[src/rtl/text_renderer_pkg.sv]
// Shared definitions for the text-mode renderer: fetch FSM states,
// default screen geometry and the VRAM cell word layout.
package text_renderer_pkg;
  localparam int COLS_DEFAULT = 40;
  localparam int ROWS_DEFAULT = 25;
  localparam int CHAR_H       = 8;
  localparam int PIX_PER_LINE = 320;

  typedef enum logic [2:0] {S_IDLE, S_ADDR, S_TEXT, S_FONT, S_READY} fetch_state_t;

  typedef struct packed {
    logic [3:0] fg;
    logic [3:0] bg;
    logic [7:0] chr;
  } cell_t;
endpackage

[src/rtl/text_renderer_shifter.sv]
// Per-cell pixel shifter: takes a glyph row plus colours on load, emits one
// registered palette index per shift, optionally with fg/bg swapped.
module text_renderer_shifter (
  input  logic       clk,
  input  logic       rst_n,
  input  logic       i_load,
  input  logic       i_shift,
  input  logic [7:0] i_glyph,
  input  logic [3:0] i_fg,
  input  logic [3:0] i_bg,
  input  logic       i_swap,
  output logic [3:0] o_color,
  output logic       o_valid
);
  logic [7:0] r_sh;
  logic [3:0] r_fg, r_bg, r_color;
  logic       r_swap, r_valid;
  logic       w_bit, w_sw;
  logic [3:0] w_fg, w_bg, w_color;

  // A load cycle is also a pixel cycle, so it renders straight from the inputs.
  assign w_bit   = i_load ? i_glyph[7] : r_sh[7];
  assign w_fg    = i_load ? i_fg : r_fg;
  assign w_bg    = i_load ? i_bg : r_bg;
  assign w_sw    = i_load ? i_swap : r_swap;
  assign w_color = (w_bit ^ w_sw) ? w_fg : w_bg;

  always_ff @(posedge clk or negedge rst_n) begin
    if (!rst_n) begin
      r_sh    <= '0;
      r_fg    <= '0;
      r_bg    <= '0;
      r_swap  <= 1'b0;
      r_color <= '0;
      r_valid <= 1'b0;
    end else begin
      if (i_load) begin
        r_sh   <= {i_glyph[6:0], 1'b0};
        r_fg   <= i_fg;
        r_bg   <= i_bg;
        r_swap <= i_swap;
      end else if (i_shift) begin
        r_sh <= {r_sh[6:0], 1'b0};
      end
      r_valid <= i_shift;
      r_color <= i_shift ? w_color : 4'd0;
    end
  end

  assign o_color = r_color;
  assign o_valid = r_valid;
endmodule

[src/rtl/text_renderer.sv]
// 40x25 text-mode pixel generator: walks the cell grid, fetches cell word and
// glyph row, shifts out palette indices. TEXT_RENDERER_CURSOR_EN adds a blinking cursor.
module text_renderer
  import text_renderer_pkg::*;
#(
  parameter int COLS = COLS_DEFAULT,
  parameter int ROWS = ROWS_DEFAULT
) (
  input  logic        clk,
  input  logic        rst_n,
  input  logic        frame_start,
  input  logic        line_start,
  input  logic        active,
  output logic [9:0]  vram_addr,
  input  logic [15:0] vram_rddata,
  output logic [10:0] font_addr,
  input  logic [7:0]  font_rddata,
`ifdef TEXT_RENDERER_CURSOR_EN
  input  logic [4:0]  cursor_row,
  input  logic [5:0]  cursor_col,
`endif
  output logic [3:0]  pix_color,
  output logic        pix_valid
);
  localparam logic [5:0] COLS_W    = 6'(COLS);
  localparam logic [5:0] LAST_COL  = 6'(COLS - 1);
  localparam logic [4:0] ROWS_W    = 5'(ROWS);
  localparam logic [9:0] BASE_STEP = 10'(COLS);
  localparam logic [2:0] SCAN_LAST = 3'(CHAR_H - 1);

  fetch_state_t r_state;
  logic [4:0]  r_row;
  logic [2:0]  r_scan;
  logic [9:0]  r_base;
  logic [5:0]  r_col, r_cell;
  logic [2:0]  r_phase;
  logic        r_first, r_line_ok;
  logic [10:0] r_font_addr;
  logic [3:0]  r_fg_h, r_bg_h;
  logic        r_swap_h;
  logic [7:0]  r_glyph;

  cell_t       w_cell;
  logic        w_adv, w_go, w_shift, w_load, w_swap;
  logic [4:0]  w_row_nx;

  assign w_cell   = cell_t'(vram_rddata);
  assign w_adv    = !r_first && (r_scan == SCAN_LAST) && (r_row < ROWS_W);
  assign w_row_nx = r_row + {4'd0, w_adv};
  // frame_start together with line_start always starts row 0
  assign w_go     = line_start && (frame_start || (w_row_nx < ROWS_W));
  assign w_shift  = active && r_line_ok && (r_cell < COLS_W) && !frame_start;
  assign w_load   = w_shift && (r_phase == 3'd0);

`ifdef TEXT_RENDERER_CURSOR_EN
  logic [5:0] r_fcnt;
  always_ff @(posedge clk or negedge rst_n) begin
    if (!rst_n)           r_fcnt <= '0;
    else if (frame_start) r_fcnt <= r_fcnt + 6'd1;
  end
  assign w_swap = r_fcnt[5] && (r_row == cursor_row) && (r_col == cursor_col);
`else
  assign w_swap = 1'b0;
`endif

  // Row/scanline bookkeeping; line_base accumulates COLS per row advance.
  always_ff @(posedge clk or negedge rst_n) begin
    if (!rst_n) begin
      r_row     <= '0;
      r_scan    <= '0;
      r_base    <= '0;
      r_first   <= 1'b1;
      r_line_ok <= 1'b0;
    end else if (frame_start) begin
      r_row     <= '0;
      r_scan    <= '0;
      r_base    <= '0;
      r_first   <= !line_start;
      r_line_ok <= line_start;
    end else if (line_start) begin
      r_first   <= 1'b0;
      r_line_ok <= w_go;
      if (!r_first) r_scan <= r_scan + 3'd1;
      if (w_adv) begin
        r_row  <= r_row + 5'd1;
        r_base <= r_base + BASE_STEP;
      end
    end
  end

  always_ff @(posedge clk or negedge rst_n) begin
    if (!rst_n) begin
      r_cell  <= '0;
      r_phase <= '0;
    end else if (frame_start || line_start) begin
      r_cell  <= '0;
      r_phase <= '0;
    end else if (w_shift) begin
      r_phase <= r_phase + 3'd1;
      if (r_phase == 3'd7) r_cell <= r_cell + 6'd1;
    end
  end

  always_ff @(posedge clk or negedge rst_n) begin
    if (!rst_n) begin
      r_state     <= S_IDLE;
      r_col       <= '0;
      r_font_addr <= '0;
      r_fg_h      <= '0;
      r_bg_h      <= '0;
      r_swap_h    <= 1'b0;
      r_glyph     <= '0;
    end else if (line_start) begin
      r_state <= w_go ? S_ADDR : S_IDLE;
      r_col   <= '0;
    end else if (frame_start) begin
      r_state <= S_IDLE;
      r_col   <= '0;
    end else begin
      case (r_state)
        S_ADDR: r_state <= S_TEXT;
        S_TEXT: begin
          r_font_addr <= {w_cell.chr, r_scan};
          r_fg_h      <= w_cell.fg;
          r_bg_h      <= w_cell.bg;
          r_swap_h    <= w_swap;
          r_state     <= S_FONT;
        end
        S_FONT: begin
          r_glyph <= font_rddata;
          r_state <= S_READY;
        end
        S_READY: if (w_load) begin
          if (r_col == LAST_COL) begin
            r_state <= S_IDLE;
          end else begin
            r_col   <= r_col + 6'd1;
            r_state <= S_ADDR;
          end
        end
        default: r_state <= S_IDLE;
      endcase
    end
  end

  assign vram_addr = r_base + {4'd0, r_col};
  // The font ROM sees the char code in the same cycle the cell word arrives.
  assign font_addr = (r_state == S_TEXT) ? {w_cell.chr, r_scan} : r_font_addr;

  text_renderer_shifter u_shifter (
    .clk     (clk),
    .rst_n   (rst_n),
    .i_load  (w_load),
    .i_shift (w_shift),
    .i_glyph (r_glyph),
    .i_fg    (r_fg_h),
    .i_bg    (r_bg_h),
    .i_swap  (r_swap_h),
    .o_color (pix_color),
    .o_valid (pix_valid)
  );
endmodule

[config.mk]
export PLATFORM = sky130hd
export DESIGN_NAME = text_renderer
export DESIGN_NICKNAME = d
export VERILOG_FILES = /design/src/rtl/text_renderer_pkg.sv /design/src/rtl/text_renderer_shifter.sv /design/src/rtl/text_renderer.sv
export SDC_FILE = /design/constraint.sdc
export NUM_CORES = 1
export LEC_CHECK = 0
export CAP_MARGIN = 40
export CORE_UTILIZATION = 46
export DETAILED_ROUTE_END_ITERATION = 8
export PLACE_DENSITY = 0.69
export RECOVER_POWER = 100
export SYNTH_ARGS = -nofsm -noshare
export SYNTH_HDL_FRONTEND = slang
export SYNTH_HIERARCHICAL = 1
export SYNTH_SLANG_ARGS = --single-unit
export TNS_END_PERCENT = 10
[constraint.sdc]
create_clock -name clk -period 4.97 [get_ports clk]
set_clock_uncertainty 0.05 [all_clocks]
set_input_delay 0.7455 -clock clk [delete_from_list [all_inputs] [get_ports clk]]
set_output_delay 0.7455 -clock clk [all_outputs]
set_load 0.005 [all_outputs]
==> out/qor.txt <==
Outcome = finished, final reports clean
Yosys top cell by area = dfrtp_1
Vias per cell = 5.260
Die Wd = 96.38 um
DR DRC count = 0
Fmax = 265.7 MHz
Leakage power = 0.002309 uW
Largest cells by area after synthesis = dfrtp_1 (50%), mux2_2 (12%), ha_1 (4.3%)
Setup Fix Bufs, Post-CTS = 0
RePlAce Congestion = 0.8027
CTS H-tree lvls = 3
Fill cell count = 768
Hold buffer count at CTS = 0
Max Cap Viol = 0
Ports = 55
Worst skew pair latency = 0.35 ns
Core ar. = 0.008678 mm^2
Initial antenna violation count = 0
Vias in the first global route = 2719
WL per Instance = 14.42 um
Total track usage = 0.1802
Total of warnings raised by yosys = 6
Required @ worst endpoint = 5.16 ns
Initial DRC count = 102
CTS buffer count = 9
Starting density of the core = 0.4722
DRT Pass-1 Iters = 4
CTS tree = yes
Sequential share of the synthesized area = 0.5072
Top cell type's share of synthesized area = 0.5008
Clock buffer depth = 2
Post-DP Area = 0.004720 mm^2
Slew Viols, Final = 0
Power Dens Cells = 328.7 mW/mm^2
Core Rows = 34
Area Overhead vs Synth = 19.02%
Slew HR = 0.04661
Fin. Hold Viols = 0
Number of synthesized flops with an enable pin = 0
Post-route cell area = 0.004877 mm^2
Die area = 0.009289 mm^2
Nets = 442
Share of layout cells above drive strength 1 = 0.1439
Yosys reg bits = 83
Mapped Area = 0.004098 mm^2
Post-Syn Area per Cell = 11.71 um^2
HP Class = flop to flop
First-pass GRT wire length = 12650 um
Worst Path Arrival = 3.95 ns
Worst setup EP type = flop
Post-route ant nets = 0
Gr ovfl total = 0
Unique masters post-synth = 51
Die H = 96.38 um
Worst-Margin Slew = 1.412 ns
N_diodes = 0
Fin crit period = 3.764 ns
Setup CP Type = input port to flop
CTS root buffer = clkbuf_8
Setup TNS = 0 ns
Worst setup SP type = input port
Fin cells = 511
Vias = 2688
VDD IR max = 0.2180 mV
Fin crit share = 0.7572
Clock Pin Slew Worst Setup and Hold Paths = 0.08 ns
Final setup viols = 0
Detailed placement HPWL = 5177 um
Top FF cell, synth = dfrtp_1
Unrepaired setup endpoints after global routing = false
Buffers on Ports = 54
Cells after Synth = 350
Pin count of the biggest net entering global routing = 68
Post_cts resized = 0
Share of async-settable or async-resettable flops after synthesis = 1.000
Final wirelength = 7370 um
CP Max Fanout = 22
Placed cells = 496
CTS Sinks = 83
-- through the flow --
step	setup WS [ns]	hold slack [ns]	power (uW)	utilization
CTS	1.712	0.2018	1654	0.5714
floorplan	2.675	0.3960	966.4	-
global route	0.8952	0.4660	1690	0.5620
finish	1.206	0.4414	1603	0.5620
global placement	1.530	0.4153	1060	0.5381
detailed placement	1.455	0.4228	1074	0.5438
-- power by group --
part | switching, uW | leakage, uW | total [uW] | internal (uW)
clock | 239 | 0.000115 | 571 | 332
sequential | 45.4 | 0.00110 | 809 | 763
combinational | 92.3 | 0.00109 | 224 | 131
-- sequential cells by signal, indices dropped and copies added, names as in the netlist, 3 cells and up --
signal and flops:
u_shifter/r_sh 7, r_phase 3, r_bg_h 4, r_font_addr 11
r_col 6, r_fg_h 4, u_shifter/o_color 4, r_cell 6
r_state 3, r_scan 3, r_glyph 8, u_shifter/r_fg 4
r_base 7, r_row 5, u_shifter/r_bg 4
-- metal layers --
layer	global-route usage	wire (um)	vias up
li1	-	-	1320
met1	0.2369	3608	1311
met2	0.2920	3419	49
met3	0.05947	296	8
met4	0.03799	46	0
met5	0	0	-
-- cell usage after synthesis (3+ instances only) --
library cell,count
a21o_1,4
a21oi_1,11
buf_2,6
buf_4,3
clkbuf_1,9
dfrtp_1,82
ha_1,14
inv_1,6
mux2_2,43
mux2_4,4
mux2i_1,16
nand2_1,26
nand3_1,10
nand4_1,6
nor2_1,27
o21ai_0,12
o31ai_1,4
or3_1,4
or4_1,3
xnor2_1,9
xor2_1,14
-- cells in the final DEF (no fill, tap or decap), drive strengths merged, types with 2 or more instances in the layout --
cell type	count
dlygate4sd3	26
xnor2	9
o21ai	13
or4	3
clkbuf	14
nand4	6
ha	14
nand3b	2
inv	6
nand2	26
nor3	2
nand4b	2
xor2	14
mux2i	17
conb	2
a21oi	11
nor4b	2
nor3b	2
nand2b	2
clkinv	2
dfrtp	82
nand3	10
clkdlybuf4s50	27
bufinv	3
o21a	2
o31ai	4
or3	4
nor2	27
a21o	4
and3	2
mux2	47
-- logic make-up after synthesis --
logic type / synth area share
adder cells (fa/ha/maj): 0.04275
multiplexers: 0.1774
AO/OA/AOI/OAI: 0.06748
AND/OR/NAND/NOR: 0.1203
XOR/XNOR: 0.04916
buffers and inverters: 0.03481
other: 0.0009152
flip-flops: 0.5072
-- area by class of cell --
cell class	count	area (um^2)	share of cell area
clock buffer	9	123.9	0.02540
clock inverter	6	115.1	0.02360
inverter	6	22.52	0.004618
multi-input combinational	240	1826	0.3743
sequential	83	2078	0.4261
tap	108	135.1	0.02771
timing repair buffer	59	576.8	0.1183
-- critical path: stages --
cell and delay, ns:
dlygate4sd3_1 0.53, clkbuf_1 0.37, and3b_1 0.44, nand4b_1 0.42, inv_1 0.49, clkbuf_1 0.56
mux2_2 0.40
-- path summary, 6_finish.rpt --
path | slack (ns) | startpoint | endpoint | cells past startpoint
max | 1.21 | frame_start | u_shifter/r_swap | 7
min | 0.44 | u_shifter/r_fg[3] | u_shifter/r_fg[3] | 1
max reg2reg | 1.80 | r_row[2] | r_state[0] | 9
min reg2reg | 0.44 | u_shifter/r_fg[3] | u_shifter/r_fg[3] | 1
max in group asynchronous | 3.51 | rst_n | r_first | 2
min in group asynchronous | 0.50 | rst_n | r_base[9] | 1
Note: power is estimated with default switching activity, not from simulation.
